===== src/rtl/parking_exit_gate_if.sv =====
// -----------------------------------------------------------------------------
// parking_exit_gate_if
//   Bundles the exit gate's lot-side and driver-side signals.
//
//   Handshake semantics: req, paid, cancel, park_evt and tick are single-cycle
//   qualifiers sampled on the rising clock edge. There is no ready/back-pressure.
//   The gate reports whether it can take a request through busy:
//     - a req seen while busy=1 is dropped silently;
//     - exit qualifies spot for exactly one cycle;
//     - fee is meaningful only while fee_valid=1.
//
//   Signals:
//     tick, F, park_evt, park_spot     lot/time-base inputs to the gate
//     req, req_spot, paid, cancel      driver inputs to the gate
//     exit, spot                       free-spot pulse back to the lot
//     fee, fee_valid, busy, door_open  status outputs
//     err                              rejected-request pulse
//     dbg_state                        current gate state (debug)
//   Modports: master = environment side, slave = gate side.
// -----------------------------------------------------------------------------
interface parking_exit_gate_if #(
    parameter int TIME_W = 8
);
    logic              tick;
    logic [3:0]        F;
    logic              park_evt;
    logic [1:0]        park_spot;
    logic              req;
    logic [1:0]        req_spot;
    logic              paid;
    logic              cancel;
    logic              exit;
    logic [1:0]        spot;
    logic [TIME_W-1:0] fee;
    logic              fee_valid;
    logic              busy;
    logic              door_open;
    logic              err;
    logic [1:0]        dbg_state;

    modport master (
        output tick, F, park_evt, park_spot, req, req_spot, paid, cancel,
        input  exit, spot, fee, fee_valid, busy, door_open, err, dbg_state
    );

    modport slave (
        input  tick, F, park_evt, park_spot, req, req_spot, paid, cancel,
        output exit, spot, fee, fee_valid, busy, door_open, err, dbg_state
    );
endinterface


===== src/rtl/parking_exit_gate.sv =====
// -----------------------------------------------------------------------------
// parking_exit_gate
//   Exit-side controller for a four-spot lot. It keeps one parking-time counter
//   per spot. It accepts an exit request and presents the fee, then waits for
//   payment or cancel. On payment it pulses exit/spot to the lot controller and
//   holds the barrier open for GATE_OPEN_CYCLES cycles.
//
//   Ports:
//     CLK   clock, rising edge
//     RST   asynchronous active-low reset
//     bus   parking_exit_gate_if.slave (see interface header for signals)
//   All outputs are registered.
// -----------------------------------------------------------------------------
module parking_exit_gate #(
    parameter int TIME_W           = 8,
    parameter int GATE_OPEN_CYCLES = 4
) (
    input  logic                 CLK,
    input  logic                 RST,
    parking_exit_gate_if.slave   bus
);

    typedef enum logic [1:0] {
        ST_IDLE    = 2'd0,
        ST_CHARGE  = 2'd1,
        ST_RELEASE = 2'd2,
        ST_OPEN    = 2'd3
    } state_t;

    // The down-counter is loaded with GATE_OPEN_CYCLES-1 and the gate closes on
    // the cycle it reads zero, so the barrier stays open for exactly
    // GATE_OPEN_CYCLES cycles.
    localparam int                CNT_W    = (GATE_OPEN_CYCLES > 1) ? $clog2(GATE_OPEN_CYCLES) : 1;
    localparam logic [CNT_W-1:0]  CNT_LOAD = CNT_W'(GATE_OPEN_CYCLES - 1);
    localparam logic [TIME_W-1:0] T_MAX    = '1;

    state_t            state_q, state_d;
    logic [TIME_W-1:0] t_q [4];
    logic [TIME_W-1:0] t_d [4];
    logic [TIME_W-1:0] fee_q, fee_d;
    logic [1:0]        spot_q, spot_d;
    logic [CNT_W-1:0]  cnt_q, cnt_d;
    logic              exit_q, exit_d;
    logic              fee_valid_q, fee_valid_d;
    logic              busy_q, busy_d;
    logic              door_open_q, door_open_d;
    logic              err_q, err_d;

    always_comb begin
        state_d = state_q;
        fee_d   = fee_q;
        spot_d  = spot_q;
        cnt_d   = cnt_q;
        err_d   = 1'b0;
        t_d     = t_q;

        case (state_q)
            ST_IDLE: begin
                if (bus.req) begin
                    if (bus.F[bus.req_spot]) begin
                        state_d = ST_CHARGE;
                        spot_d  = bus.req_spot;
                        // Minimum charge is one billing unit.
                        fee_d   = (t_q[bus.req_spot] == '0) ? TIME_W'(1) : t_q[bus.req_spot];
                    end else begin
                        err_d = 1'b1;
                    end
                end
            end
            ST_CHARGE: begin
                // paid wins over a simultaneous cancel
                if (bus.paid) begin
                    state_d = ST_RELEASE;
                end else if (bus.cancel) begin
                    state_d = ST_IDLE;
                end
            end
            ST_RELEASE: begin
                state_d = ST_OPEN;
                cnt_d   = CNT_LOAD;
            end
            ST_OPEN: begin
                if (cnt_q == '0) begin
                    state_d = ST_IDLE;
                end else begin
                    cnt_d = cnt_q - 1'b1;
                end
            end
            default: state_d = ST_IDLE;
        endcase

        // Clearing (new car parked, or spot being freed) beats a tick.
        for (int i = 0; i < 4; i++) begin
            if ((bus.park_evt && bus.park_spot == 2'(i)) ||
                (state_q == ST_RELEASE && spot_q == 2'(i))) begin
                t_d[i] = '0;
            end else if (bus.tick && bus.F[i] && t_q[i] != T_MAX) begin
                t_d[i] = t_q[i] + TIME_W'(1);
            end
        end

        // Status outputs follow the next state so they line up with it.
        exit_d      = (state_d == ST_RELEASE);
        fee_valid_d = (state_d == ST_CHARGE);
        busy_d      = (state_d != ST_IDLE);
        door_open_d = (state_d == ST_OPEN);
    end

    always_ff @(posedge CLK or negedge RST) begin
        if (!RST) begin
            state_q     <= ST_IDLE;
            fee_q       <= '0;
            spot_q      <= '0;
            cnt_q       <= '0;
            exit_q      <= 1'b0;
            fee_valid_q <= 1'b0;
            busy_q      <= 1'b0;
            door_open_q <= 1'b0;
            err_q       <= 1'b0;
            for (int i = 0; i < 4; i++) begin
                t_q[i] <= '0;
            end
        end else begin
            state_q     <= state_d;
            fee_q       <= fee_d;
            spot_q      <= spot_d;
            cnt_q       <= cnt_d;
            exit_q      <= exit_d;
            fee_valid_q <= fee_valid_d;
            busy_q      <= busy_d;
            door_open_q <= door_open_d;
            err_q       <= err_d;
            for (int i = 0; i < 4; i++) begin
                t_q[i] <= t_d[i];
            end
        end
    end

    assign bus.exit      = exit_q;
    assign bus.spot      = spot_q;
    assign bus.fee       = fee_q;
    assign bus.fee_valid = fee_valid_q;
    assign bus.busy      = busy_q;
    assign bus.door_open = door_open_q;
    assign bus.err       = err_q;
    assign bus.dbg_state = state_q;

endmodule


===== src/flat_wrapper.sv =====
// flat-port wrapper written by rule: the top's interface ports become plain ports
module parking_exit_gate_flat 
#(
    parameter int TIME_W           = 8,
    parameter int GATE_OPEN_CYCLES = 4
)
  (CLK, RST, bus_tick, bus_F, bus_park_evt, bus_park_spot, bus_req, bus_req_spot, bus_paid, bus_cancel, bus_exit, bus_spot, bus_fee, bus_fee_valid, bus_busy, bus_door_open, bus_err, bus_dbg_state);
  parking_exit_gate_if #(.TIME_W(TIME_W)) bus_i ();
  input  logic CLK;
  input  logic RST;
  input wire logic [$bits(bus_i.tick)-1:0] bus_tick;
  input wire logic [$bits(bus_i.F)-1:0] bus_F;
  input wire logic [$bits(bus_i.park_evt)-1:0] bus_park_evt;
  input wire logic [$bits(bus_i.park_spot)-1:0] bus_park_spot;
  input wire logic [$bits(bus_i.req)-1:0] bus_req;
  input wire logic [$bits(bus_i.req_spot)-1:0] bus_req_spot;
  input wire logic [$bits(bus_i.paid)-1:0] bus_paid;
  input wire logic [$bits(bus_i.cancel)-1:0] bus_cancel;
  output wire logic [$bits(bus_i.exit)-1:0] bus_exit;
  output wire logic [$bits(bus_i.spot)-1:0] bus_spot;
  output wire logic [$bits(bus_i.fee)-1:0] bus_fee;
  output wire logic [$bits(bus_i.fee_valid)-1:0] bus_fee_valid;
  output wire logic [$bits(bus_i.busy)-1:0] bus_busy;
  output wire logic [$bits(bus_i.door_open)-1:0] bus_door_open;
  output wire logic [$bits(bus_i.err)-1:0] bus_err;
  output wire logic [$bits(bus_i.dbg_state)-1:0] bus_dbg_state;
  assign bus_i.tick = bus_tick;
  assign bus_i.F = bus_F;
  assign bus_i.park_evt = bus_park_evt;
  assign bus_i.park_spot = bus_park_spot;
  assign bus_i.req = bus_req;
  assign bus_i.req_spot = bus_req_spot;
  assign bus_i.paid = bus_paid;
  assign bus_i.cancel = bus_cancel;
  assign bus_exit = bus_i.exit;
  assign bus_spot = bus_i.spot;
  assign bus_fee = bus_i.fee;
  assign bus_fee_valid = bus_i.fee_valid;
  assign bus_busy = bus_i.busy;
  assign bus_door_open = bus_i.door_open;
  assign bus_err = bus_i.err;
  assign bus_dbg_state = bus_i.dbg_state;
  parking_exit_gate #(.TIME_W(TIME_W), .GATE_OPEN_CYCLES(GATE_OPEN_CYCLES)) u_core (.CLK(CLK), .RST(RST), .bus(bus_i));
endmodule

===== config.mk =====
export PLATFORM = sky130hd
export DESIGN_NAME = parking_exit_gate_flat
export DESIGN_NICKNAME = d
export VERILOG_FILES = /design/src/rtl/parking_exit_gate_if.sv /design/src/rtl/parking_exit_gate.sv /design/src/flat_wrapper.sv
export SDC_FILE = /design/constraint.sdc
export NUM_CORES = 1
export LEC_CHECK = 0
export CAP_MARGIN = 0
export CELL_PAD_IN_SITES_DETAIL_PLACEMENT = 1
export CELL_PAD_IN_SITES_GLOBAL_PLACEMENT = 2
export CORE_ASPECT_RATIO = 1.1
export CORE_MARGIN = 2
export CORE_UTILIZATION = 36
export CTS_CLUSTER_SIZE = 14
export DETAILED_ROUTE_END_ITERATION = 12
export PLACE_DENSITY = 0.74
export SKIP_CTS_REPAIR_TIMING = 1
export SYNTH_ARGS = -nofsm -noshare
export SYNTH_HDL_FRONTEND = slang
export SYNTH_SLANG_ARGS = --single-unit

===== constraint.sdc =====
create_clock -name CLK -period 2.9 [get_ports CLK]
set_input_delay 0.58 -clock CLK [delete_from_list [all_inputs] [get_ports CLK]]
set_output_delay 0.58 -clock CLK [all_outputs]
set_load 0.005 [all_outputs]

Word-level counts from Yosys, hierarchy flattened

Cells that the tools add are included.

Register bits: 51
Input port bits: 15
Logic and storage cells: 96

Add/subtract/negate cells: 5
Magnitude comparators: 2
Equality and inequality tests: 17
Multiplexer cells: 25
Bitwise logic cells: 1
Reductions and logical operators: 33

Operators with widths:

| operator                                                                     | count |
|---|---|
| 8-bit 2-to-1 mux                                                             | 11 |
| 8-bit by 1-bit adder with 8-bit output, second input constant                | 4 |
| 8-bit != test, second input constant                                         | 4 |
| 8-bit binary-select mux with 2-bit select                                    | 1 |
| 2-bit == test, second input constant                                         | 8 |
| 1-bit logical AND                                                            | 16 |
| 2-bit 2-to-1 mux                                                             | 6 |
| 2-bit nonzero test                                                           | 6 |
| 2-bit by 1-bit == test with 1-bit output, second input constant              | 4 |
| 2-bit logical NOT                                                            | 4 |
| 8-bit logical NOT                                                            | 1 |
| 2-bit one-hot mux with 4 select lines                                        | 1 |
| 1-bit logical OR                                                             | 4 |
| 1-bit 2-to-1 mux                                                             | 4 |
| 2-bit one-hot mux with 2 select lines                                        | 1 |
| 3-bit greater-or-equal comparator, second input constant                     | 1 |
| 2-bit by 3-bit less-than comparator with 1-bit output, second input constant | 1 |
| 2-bit inverter with 3-bit output                                             | 1 |
| 3-bit AND reduction                                                          | 1 |
| 1-bit binary-select mux with 2-bit select                                    | 1 |
| 2-bit != test, second input constant                                         | 1 |
| 2-bit AND reduction                                                          | 1 |
| 2-bit by 1-bit subtractor with 2-bit output, second input constant           | 1 |

Logic depth before layout (Yosys ltp)

Gate-level depths: netlist of run 1.

Word-level depth: 6
Gate-level depth with buffers: 6
Mapped depth without buffers: 6

Least setup slack after synthesis of run 1

No wires, ideal clock.

Kind: input port to flip-flop
Start: input port bus_req_spot[0]
End: register u_core.fee_q[4], in the netlist u_core.bus.fee[4]
Setup time: 0.125 ns
Data arrival time: 1.802 ns
Setup slack: 0.972 ns
Stages: 5
Cells stage by stage: buf_6 -> mux4_2 -> nand2_2 -> buf_6 -> mux2_4

Longest elaborated chain between the ends: 6
Elaborated cells on any way between the ends: 9

Ends and longest elaborated chain:

| item                                                   | RTL line                 | text |
|---|---|---|
| start, declared                                        | flat_wrapper.sv:16       | `input wire logic [$bits(bus_i.req_spot)-1:0] bus_req_spot;` |
| 2-bit inverter with 3-bit output (implied by the code) | parking_exit_gate.sv:64  | `fee_d = (t_q[bus.req_spot] == '0) ? TIME_W'(1) : t_q[bus.req_spot];` |
| 8-bit binary-select mux with 2-bit select              | parking_exit_gate.sv:64  |  |
| 8-bit 2-to-1 mux (implied by the code) (2 in series)   | parking_exit_gate.sv:64  |  |
| 8-bit logical NOT                                      | parking_exit_gate.sv:64  |  |
| 8-bit 2-to-1 mux                                       | parking_exit_gate.sv:64  |  |
| end signal, assigned                                   | parking_exit_gate.sv:112 | `fee_q <= '0;` |
| end signal, assigned                                   | parking_exit_gate.sv:125 | `fee_q <= fee_d;` |
| end, declared                                          | parking_exit_gate.sv:40  | `logic [TIME_W-1:0] fee_q, fee_d;` |

Parallel ways exist; a longest one is shown, timed or not. The select of a mux whose other input is x is not followed.
A chain may end at the register's enable or synchronous reset.

Final worst setup path of run 1

Start: input port bus_req_spot[0]
End: register u_core.fee_q[2], in the netlist u_core.bus.fee[2]

The elaborated chain is that of the path after synthesis.

==> results.ini, run 1 <==
[outcome]
status = finished, final reports clean

[placed_design]
gpl.final_weighted_congestion = 0.777
detailed_placement_hpwl_um = 5520
postPlaceCellArea_sq_um = 3240
count_of_port_buffers_added_during_placement = 31

[synthesis]
synth_top_area_cell = sky130_fd_sc_hd__dfrtp_1
portion_of_the_post_synthesis_area_used_by_sequential_elements_pct = 45.4
syn-num-nets = 278
yosys-top-cells-area = sky130_fd_sc_hd__dfrtp_1 (45%), sky130_fd_sc_hd__mux4_1 (5.6%), sky130_fd_sc_hd__xnor2_1 (3.7%)
postSynthAreaPerCell_sq_um = 10.9
postSynthRegisterBits = 51
synth_enable_flop_cells = 0
ys_types = 52
synth_top_area_share_pct = 45.4
synth.yosys.warnings = 0
synth_area_sq_um = 2810
syn_inst = 258
async_flop_share_pct = 100
top_reg_cell_synth = sky130_fd_sc_hd__dfrtp_1

[die]
placementRows = 33
fp.coreArea_sq_um = 7510
i_o_pin_total = 32
chipHeight_um = 96.7
chipWidth_um = 88.3
initial_utilization_pct = 37.4
design.die.area_sq_um = 8530

[pwr]
leakage_power_nw = 1.41
totalPowerFinal_mw = 2.12
cellPowerDensity_nw_per_um2 = 639
worst_vdd_drop_mv = 0.300

[sta]
max_freq_ghz = 0.468
max-slew-margin-rel_pct = 58.3
timing_max_transition_violations_final = 0
final_hold_viol_count = 0
min_period_ns = 2.14
portion_of_the_clock_cycle_consumed_by_the_worst_path_in_the_final_layout_pct = 73.7
unrepaired_setup_endpoints_after_global_routing = false
setup_total_negative_slack_ns = 0
timing.final.setup_violations = 0
tightest_slew_ns = 0.621
finalClockSkew_ns = 0.00385

[layout]
fin_nets = 314
final_area_sq_um = 3320
most-common-layout-cells = sky130_fd_sc_hd__dfrtp_1 (51), sky130_fd_sc_hd__clkdlybuf4s50_1 (30), sky130_fd_sc_hd__nor2_1 (22)
insertedDiodeCount = 0
post_route_cells_drive_above_1_share_pct = 11.2
final_common_cell = sky130_fd_sc_hd__dfrtp_1
area.growth.synth_to_final_pct = 18.2

[setup_path]
worst-setup-path-type = in -> reg
end_kind = flip-flop
critical_path_arrival_ns = 2.34
critical-path-top-delay-family = multiplexers
critical_path.max_fanout = 13
cp.buffers_inverters = 1
worst_setup_path_start_kind = input port
cp.required_ns = 3.10
max_stage_delay_ns = 0.56
cp_slowest_cell = sky130_fd_sc_hd__mux4_2
timing.critical_path.cells = clkdlybuf4s50_1, mux4_2, nand2_2, mux2_2

[detailed_routing]
totalWireLength_um = 7120
firstDrtPassIters = 4
drtAntennaViolNets = 0
detailroute.via_count = 2175
viasPerCell = 5.44
drt-initial-drc-count = 66
detail_route.wl_per_cell_um = 17.8
post-route-drc-count = 0

[global_route]
number_of_antenna_violations_at_the_first_check_in_global_routing = 0
global_route_wire_length_before_repair_um = 12000
track_usage_pct = 18.2
top_usage_layer = met2
grt_util_met2_pct = 30.8
grt_start_max_net_pins = 26
grt_use_met3_pct = 3.16
first_global_vias = 2293
grt_overflow_total = 0
groute.layer.met1.usage_pct = 23.8

[clocking]
cts_tree = built
clock_sinks = 51
clk_pin_slew_ns = 0.09
clk_path_buf_depth = 2
cts_made_buffers = 5
cts_htree_levels = 2
cts.root.buffer_cell = sky130_fd_sc_hd__clkbuf_8
insertion_delay_ns = 0.31

[run]
max-cap-violations = 0

[hold_path]
min_path_type = in -> async

==> Yosys cell counts (all sizes together), types with 7 or more instances <==
library cell  instances
mux4                  9
nand2                21
mux2                 10
a21oi                17
inv                  11
nand3                13
o21ai                 7
xnor2                12
nor2                 22
dfrtp                51
==> worst register-to-register path, cell delays in order, from the launching register on <==
cell and delay [ns]:
sky130_fd_sc_hd__dfrtp_1 0.43, sky130_fd_sc_hd__ha_1 0.22, sky130_fd_sc_hd__and2_1 0.20, sky130_fd_sc_hd__a31o_4 0.26, sky130_fd_sc_hd__or4_1 0.50, sky130_fd_sc_hd__a21oi_1 0.15
==> cell families after synthesis <==
group | synth area share [%]
compound gates | 11.6
buf+inv | 3.29
mux | 14.8
simple gates | 18.9
xor+xnor | 3.74
flops | 45.4
fa+ha+maj | 2.23
==> through the flow <==
stage	hold WS (ns)	setup WS (ns)	util (%)	instances
2_1_floorplan	0.284	0.972	-	258
3_3_place_gp	0.505	0.441	43.1	392
3_5_place_dp	0.506	0.430	43.1	392
4_1_cts	0.300	0.752	44.2	400
5_1_grt	0.310	0.592	44.2	400
6_report	0.279	0.762	44.2	400
==> registers in the layout, indices dropped and copies added, names as in the netlist <==
signal	cells
u_core.bus.door_open	1
u_core.bus.spot	2
u_core.cnt_q	2
u_core.bus.busy	1
u_core.bus.dbg_state	2
u_core.bus.fee_valid	1
u_core.bus.fee	8
u_core.bus.exit	1
u_core.bus.err	1
u_core.t_q	32
==> path summary, 6_finish.rpt <==
check                                               from                                 to  slack [ns]  cells past startpoint
setup reg to reg              u_core.t_q[16]$_DFFE_PN0P_         u_core.t_q[23]$_DFFE_PN0P_        1.08                      5
hold reg to reg            u_core.bus.fee[5]$_DFFE_PN0P_      u_core.bus.fee[5]$_DFFE_PN0P_        0.52                      1
hold / removal                                       RST        u_core.cnt_q[1]$_DFFE_PN0P_        0.28                      1
max in group asynchronous                            RST  u_core.bus.dbg_state[0]$_DFF_PN0_        1.98                      2
min in group CLK           u_core.bus.fee[5]$_DFFE_PN0P_      u_core.bus.fee[5]$_DFFE_PN0P_        0.52                      1
setup / recovery                         bus_req_spot[0]      u_core.bus.fee[2]$_DFFE_PN0P_        0.76                      4
==> where the power goes <==
group	internal, mW	total [mW]	switching, mW
Sequential	0.866	1.06	0.198
Combinational	0.367	0.655	0.288
Clock	0.170	0.405	0.235
Total	1.40	2.12	0.721
==> per-layer routing <==
metal,up-vias,routed length (um),part of all wire [%]
li1,1035,-,-
met1,1093,3190,45
met2,41,3590,50
met3,6,252,3.5
met4,0,80,1.1
met5,-,0,0
==> layout make-up <==
cell class | count | area [sq um]
inverters | 11 | 41.3
fillers | 850 | 4190
repair buffers | 37 | 350
flip-flops and latches | 51 | 1280
clock inverters | 1 | 5.00
well taps | 105 | 131
multi-input cells | 188 | 1440
clock buffers | 7 | 76.3
(Power assumes the default switching activity.)
==> run 2: changes to the inputs <==
==> constraint.sdc (replaced) <==
create_clock -name CLK -period 1.97 [get_ports CLK]
set_input_delay 0.394 -clock CLK [delete_from_list [all_inputs] [get_ports CLK]]
set_output_delay 0.394 -clock CLK [all_outputs]
set_load 0.005 [all_outputs]
==> run 2 against run 1 <==
  * Register-to-register slack got worse by 0.93 ns
  * First-iteration DRC count fell by 33%
  * Via count grew 5.7%
  * Largest power group unchanged
  * Critical endpoint unchanged
==> results.ini, run 2 (synthesized netlist as in run 1, its figures left out) <==
[outcome]
status = finished, final reports clean

[setup_path]
critical-path-top-delay-family = multiplexers
cp.buffers_inverters = 1  ; unchanged
crit-reg2reg-launch = u_core.t_q[16]$_DFFE_PN0P_
reg2regPathDepth = 5  ; unchanged
end_kind = flip-flop
critical_path.max_fanout = 11  ; -2
timing.critical_path.cells = clkdlybuf4s50_1, mux4_2, nand2_2, mux2_2
cp_slowest_cell = sky130_fd_sc_hd__clkdlybuf4s50_1
cp.required_ns = 2.17  ; -0.93 ns
worst-setup-path-type = in -> reg
regToRegSetupSlack_ns = 0.15  ; -0.93 ns
max_stage_delay_ns = 0.55  ; about the same
critical_path_arrival_ns = 2.12  ; -0.22 ns
worst_setup_path_start_kind = input port
timing.rr.end = u_core.t_q[23]$_DFFE_PN0P_

[clocking]
clk_pin_slew_ns = 0.11  ; +0.02 ns
cts_tree = built
clock_sinks = 51  ; unchanged
clk_path_buf_depth = 2  ; unchanged
cts_htree_levels = 2  ; unchanged
cts_made_buffers = 5  ; unchanged
cts.root.buffer_cell = sky130_fd_sc_hd__clkbuf_8
insertion_delay_ns = 0.32  ; about the same

[detailed_routing]
drt-initial-drc-count = 44  ; -33%
firstDrtPassIters = 4  ; unchanged
detailroute.via_count = 2299  ; +5.7%
wirelength_met1_um = 3460  ; +8.2%
drtAntennaViolNets = 0  ; unchanged
route.met2.wl_um = 3730  ; +3.9%
post-route-drc-count = 0  ; unchanged
met3WireLength_um = 210  ; -17%
top_layer = met4
totalWireLength_um = 7480  ; +5.1%
detail_route.wl_per_cell_um = 17.6  ; -0.84%
viasPerCell = 5.42  ; -0.28%

[layout]
final_core_utilization_pct = 47.5  ; +3.3 points
insertedDiodeCount = 0  ; unchanged
area.growth.synth_to_final_pct = 26.9
final_common_cell = sky130_fd_sc_hd__dfrtp_1
most-common-layout-cells = sky130_fd_sc_hd__dfrtp_1 (51), sky130_fd_sc_hd__clkdlybuf4s50_1 (30), sky130_fd_sc_hd__buf_4 (29)
fin_nets = 338  ; +7.6%
largest_register_ffs = 32  ; unchanged
finish.cell_count_without_fillers = 424  ; +6.0%
top_register = u_core.t_q
post_route_cells_drive_above_1_share_pct = 18.8  ; +7.6 points

[pwr]
pwr-share-clk_pct = 25.2  ; +6.1 points
combPwrFrac_pct = 31.2  ; +0.4 points
p_switching_mw = 1.14  ; +57%
pwr-share-seq_pct = 43.6  ; -6.5 points
internal-power_mw = 2.39  ; +71%
switching_share_pct = 32.2  ; -1.8 points
worst_vdd_drop_mv = 0.490  ; +63%
leakage_power_nw = 1.56  ; +10%
totalPowerFinal_mw = 3.53  ; +66%
cellPowerDensity_nw_per_um2 = 989  ; +55%

[sta]
tightest_slew_ns = 0.495  ; -0.126 ns
timing.final.setup_violations = 0  ; unchanged
unrepaired_setup_endpoints_after_global_routing = false
finalClockSkew_ns = 0.0106  ; +0.00679 ns
max-slew-margin-rel_pct = 66.9  ; +8.6 points
max_freq_ghz = 0.521
timing_max_transition_violations_final = 0  ; unchanged
final_hold_viol_count = 0  ; unchanged
portion_of_the_clock_cycle_consumed_by_the_worst_path_in_the_final_layout_pct = 97.4
min_period_ns = 1.92

[placed_design]
detailed_placement_hpwl_um = 5820  ; +5.4%
dp_cells = 416  ; +6.1%
gpl.final_weighted_congestion = 0.773  ; -0.49%
count_of_port_buffers_added_during_placement = 31  ; unchanged

[run]
max-cap-violations = 0  ; unchanged

[global_route]
track_usage_pct = 18.4  ; +0.23 points
grt_overflow_total = 0  ; unchanged
number_of_antenna_violations_at_the_first_check_in_global_routing = 0  ; unchanged
first_global_vias = 2399  ; +4.6%
global_route_wire_length_before_repair_um = 12300  ; +2.8%
grt_start_max_net_pins = 22  ; -15%

[die]
design.die.area_sq_um = 8530  ; unchanged
placementRows = 33  ; unchanged
fp.coreArea_sq_um = 7510  ; unchanged
initial_utilization_pct = 37.4  ; unchanged
chipWidth_um = 88.3  ; unchanged
i_o_pin_total = 32  ; unchanged
chipHeight_um = 96.7  ; unchanged

[hold_path]
min_path_type = in -> async

==> run 2: area by class of cell <==
| type | count | area (sq um) |
|---|---|---|
| fill | 842 | 3950 |
| multi-input combinational | 188 | 1450 |
| sequential | 51 | 1280 |
| timing repair buffer | 61 | 534 |
| tap | 105 | 131 |
| clock buffer | 5 | 68.8 |
| clock inverter | 3 | 67.6 |
| inverter | 11 | 41.3 |
==> run 2: worst max path at each step <==
| stage | startpoint | end | depth (start not counted) |
|---|---|---|---|
| after floorplan | bus_req_spot[0] | u_core.bus.fee[4]$_DFFE_PN0P_ | 5 |
| final | bus_req_spot[0] | u_core.bus.fee[2]$_DFFE_PN0P_ | 4 |
| after detailed placement | bus_req_spot[0] | u_core.bus.fee[0]$_DFFE_PN0P_ | 6 |
| after global routing | bus_req_spot[0] | u_core.bus.fee[0]$_DFFE_PN0P_ | 6 |
| after CTS | bus_req_spot[0] | u_core.bus.fee[0]$_DFFE_PN0P_ | 6 |
| after global placement | bus_req_spot[0] | u_core.bus.fee[0]$_DFFE_PN0P_ | 6 |
==> run 2: per-stage QoR <==
| stage | setup TNS, ns | hold slack [ns] | worst slack [ns] | area, sq um |
|---|---|---|---|---|
| CTS | -0.00246 | 0.0431 | -0.00246 | 3560 |
| global placement | -3.00 | 0.384 | -0.271 | 3420 |
| floorplan | 0 | 0.0984 | 0.228 | 2810 |
| finish | 0 | 0.0214 | 0.0503 | 3570 |
| detailed placement | -3.74 | 0.389 | -0.338 | 3420 |
| global route | 0 | 0.0521 | 0.00694 | 3570 |
==> run 2: power groups by stage <==
stage	combinational [mW]	sequential [mW]	clock [mW]
after floorplan	0.632	1.47	0
after global placement	1.06	1.55	0
after detailed placement	1.10	1.56	0
after CTS	1.11	1.54	0.906
after global routing	1.23	1.57	0.945
final	1.10	1.54	0.890
==> run 2: routing by layer <==
| metal | GRT usage (%) | vias up |
|---|---|---|
| li1 | - | 1089 |
| met1 | 24.6 | 1168 |
| met2 | 30.7 | 35 |
| met3 | 3.07 | 7 |
| met4 | 4.78 | 0 |
| met5 | 0 | - |
==> run 2: worst reg2reg max path, stage by stage, from the launching register on <==
cell and delay [ns]:
sky130_fd_sc_hd__dfrtp_1 0.44, sky130_fd_sc_hd__ha_1 0.24, sky130_fd_sc_hd__and2_1 0.20, sky130_fd_sc_hd__a31o_4 0.24, sky130_fd_sc_hd__or4_1 0.49, sky130_fd_sc_hd__a21oi_1 0.15
==> run 3: changes to the inputs <==
--- a/config.mk
+++ b/config.mk
@@ -13,8 +13,10 @@
 export CORE_UTILIZATION = 36
 export CTS_CLUSTER_SIZE = 14
 export DETAILED_ROUTE_END_ITERATION = 12
+export HOLD_SLACK_MARGIN = 0.15
 export PLACE_DENSITY = 0.74
 export SKIP_CTS_REPAIR_TIMING = 1
+export SLEW_MARGIN = 20
 export SYNTH_ARGS = -nofsm -noshare
 export SYNTH_HDL_FRONTEND = slang
 export SYNTH_SLANG_ARGS = --single-unit
==> run 3 against run 2 <==
  * Global-route usage did not move
  * Routed wire length rose by 0.37%
  * Combinational power barely moved
  * Die area did not move
  * Cell area rose by 0.28%
  * Sequential cell count did not move
  * Maximum frequency fell by 0.23%
  * Register-to-register slack barely moved
==> results.ini, run 3 (synthesized netlist as in run 1, its figures left out) <==
[layout]
top_register = u_core.t_q
insertedDiodeCount = 0  ; unchanged
largest_register_ffs = 32  ; unchanged
area.growth.synth_to_final_pct = 27.3
finish.cell_count_without_fillers = 425  ; +0.24%
fin_nets = 339  ; +0.30%
final_area_sq_um = 3580  ; +0.28%
most-common-layout-cells = sky130_fd_sc_hd__dfrtp_1 (51), sky130_fd_sc_hd__clkdlybuf4s50_1 (30), sky130_fd_sc_hd__buf_4 (29)
final_common_cell = sky130_fd_sc_hd__dfrtp_1
post_route_cells_drive_above_1_share_pct = 18.8  ; -0.059 points

[hold_path]
hold_path.startpoint = u_core.bus.dbg_state[0]$_DFF_PN0_
min_delay_worst_endpoint = u_core.bus.err$_DFF_PN0_
min_path_type = reg -> reg
holdPathStages = 1

[sta]
setup_total_negative_slack_ns = 0  ; unchanged
final_hold_viol_count = 0  ; unchanged
finalClockSkew_ns = 0.0108  ; +0.000126 ns
tightest_slew_ns = 0.495  ; +0.000139 ns
max-slew-margin-rel_pct = 66.9  ; about the same
unrepaired_setup_endpoints_after_global_routing = false
min_period_ns = 1.92  ; +0.00447 ns
portion_of_the_clock_cycle_consumed_by_the_worst_path_in_the_final_layout_pct = 97.7  ; +0.23 points
timing_max_transition_violations_final = 0  ; unchanged
timing.final.setup_violations = 0  ; unchanged
max_freq_ghz = 0.520  ; -0.23%

[detailed_routing]
detail_route.wl_per_cell_um = 17.7  ; +0.14%
viasPerCell = 5.44  ; +0.37%
drt-initial-drc-count = 33  ; -25%
detailroute.via_count = 2313  ; +0.61%
firstDrtPassIters = 4  ; unchanged
post-route-drc-count = 0  ; unchanged
drtAntennaViolNets = 0  ; unchanged
totalWireLength_um = 7510  ; +0.37%

[clocking]
clk_pin_slew_ns = 0.11  ; about the same
insertion_delay_ns = 0.32  ; about the same
cts_made_buffers = 5  ; unchanged
cts_tree = built
clock_sinks = 51  ; unchanged
cts.root.buffer_cell = sky130_fd_sc_hd__clkbuf_8
clk_path_buf_depth = 2  ; unchanged
cts_htree_levels = 2  ; unchanged

[setup_path]
critical_path.max_fanout = 11  ; unchanged
end_kind = flip-flop
max_stage_delay_ns = 0.55  ; about the same
critical_path_arrival_ns = 2.13  ; about the same
timing.rr.end = u_core.t_q[23]$_DFFE_PN0P_
crit-reg2reg-launch = u_core.t_q[16]$_DFFE_PN0P_
cp_slowest_cell = sky130_fd_sc_hd__clkdlybuf4s50_1
cp.required_ns = 2.17  ; about the same
reg2regPathDepth = 5  ; unchanged
timing.critical_path.cells = clkdlybuf4s50_1, mux4_2, nand2_2, mux2_2
worst_setup_path_start_kind = input port
worst-setup-path-type = in -> reg
regToRegSetupSlack_ns = 0.15  ; about the same

[placed_design]
count_of_port_buffers_added_during_placement = 31  ; unchanged
postPlaceCellArea_sq_um = 3420  ; unchanged
detailed_placement_hpwl_um = 5820  ; unchanged
gpl.final_weighted_congestion = 0.773  ; unchanged
dp_cells = 416  ; unchanged

[global_route]
grt_overflow_total = 0  ; unchanged
global_route_wire_length_before_repair_um = 12300  ; unchanged
track_usage_pct = 18.4  ; unchanged
first_global_vias = 2399  ; unchanged
number_of_antenna_violations_at_the_first_check_in_global_routing = 0  ; unchanged
grt_start_max_net_pins = 22  ; unchanged

[die]
initial_utilization_pct = 37.4  ; unchanged
chipHeight_um = 96.7  ; unchanged
placementRows = 33  ; unchanged
fp.coreArea_sq_um = 7510  ; unchanged
chipWidth_um = 88.3  ; unchanged
i_o_pin_total = 32  ; unchanged
design.die.area_sq_um = 8530  ; unchanged

[pwr]
worst_vdd_drop_mv = 0.490  ; +0.11%
p_switching_mw = 1.14  ; about the same
pwr-share-clk_pct = 25.2  ; about the same
leakage_power_nw = 1.56  ; +0.27%
pwr-share-seq_pct = 43.6  ; about the same
combPwrFrac_pct = 31.2  ; about the same
cellPowerDensity_nw_per_um2 = 987  ; -0.21%
internal-power_mw = 2.40  ; about the same
switching_share_pct = 32.2  ; about the same
totalPowerFinal_mw = 3.53  ; about the same

[outcome]
status = finished, final reports clean

[run]
max-cap-violations = 0  ; unchanged

## run 3: how the worst max path moves through the flow
stage | from | to | slack [ns]
CTS | bus_req_spot[0] | u_core.bus.fee[0]$_DFFE_PN0P_ | -0.002
global placement | bus_req_spot[0] | u_core.bus.fee[0]$_DFFE_PN0P_ | -0.27
detailed placement | bus_req_spot[0] | u_core.bus.fee[0]$_DFFE_PN0P_ | -0.34
global route | bus_req_spot[0] | u_core.bus.fee[0]$_DFFE_PN0P_ | 0.007
floorplan | bus_req_spot[0] | u_core.bus.fee[4]$_DFFE_PN0P_ | 0.23
finish | bus_req_spot[0] | u_core.bus.fee[2]$_DFFE_PN0P_ | 0.05
## run 3: worst max-delay path: cells and delay by family
kind / cells / cell delay, ns
buf+inv: 1 / 0.55
simple gates: 1 / 0.27
mux: 2 / 0.91
## run 3: power by group through the flow
| stage | registers [mW] | clock network, mW | logic [mW] |
|---|---|---|---|
| final | 1.54 | 0.891 | 1.10 |
| after detailed placement | 1.56 | 0 | 1.10 |
| after global placement | 1.55 | 0 | 1.06 |
| after floorplan | 1.47 | 0 | 0.632 |
| after global routing | 1.57 | 0.945 | 1.23 |
| after CTS | 1.54 | 0.906 | 1.11 |
## run 3: per-layer routing
layer	part of all wire [%]	vias up	routed length, um	GRT usage [%]
li1	-	1093	-	-
met1	46	1178	3460	24.6
met2	50	35	3760	30.7
met3	2.7	7	204	3.07
met4	1.1	0	83	4.78
met5	0	-	0	0
## run 3: metrics by stage
| stage | utilization [%] | hold WS, ns | setup WS (ns) |
|---|---|---|---|
| 2_1_floorplan | - | 0.0984 | 0.228 |
| 3_3_place_gp | 45.5 | 0.384 | -0.271 |
| 3_5_place_dp | 45.5 | 0.389 | -0.338 |
| 4_1_cts | 47.4 | 0.0431 | -0.00246 |
| 5_1_grt | 47.6 | 0.519 | 0.00694 |
| 6_report | 47.6 | 0.498 | 0.0458 |
## run 3: cell type report
type | count | area (sq um)
repair buffers | 62 | 544
multi-input cells | 188 | 1450
clock inverters | 3 | 67.6
fillers | 841 | 3940
inverters | 11 | 41.3
flip-flops and latches | 51 | 1280
clock buffers | 5 | 68.8
well taps | 105 | 131
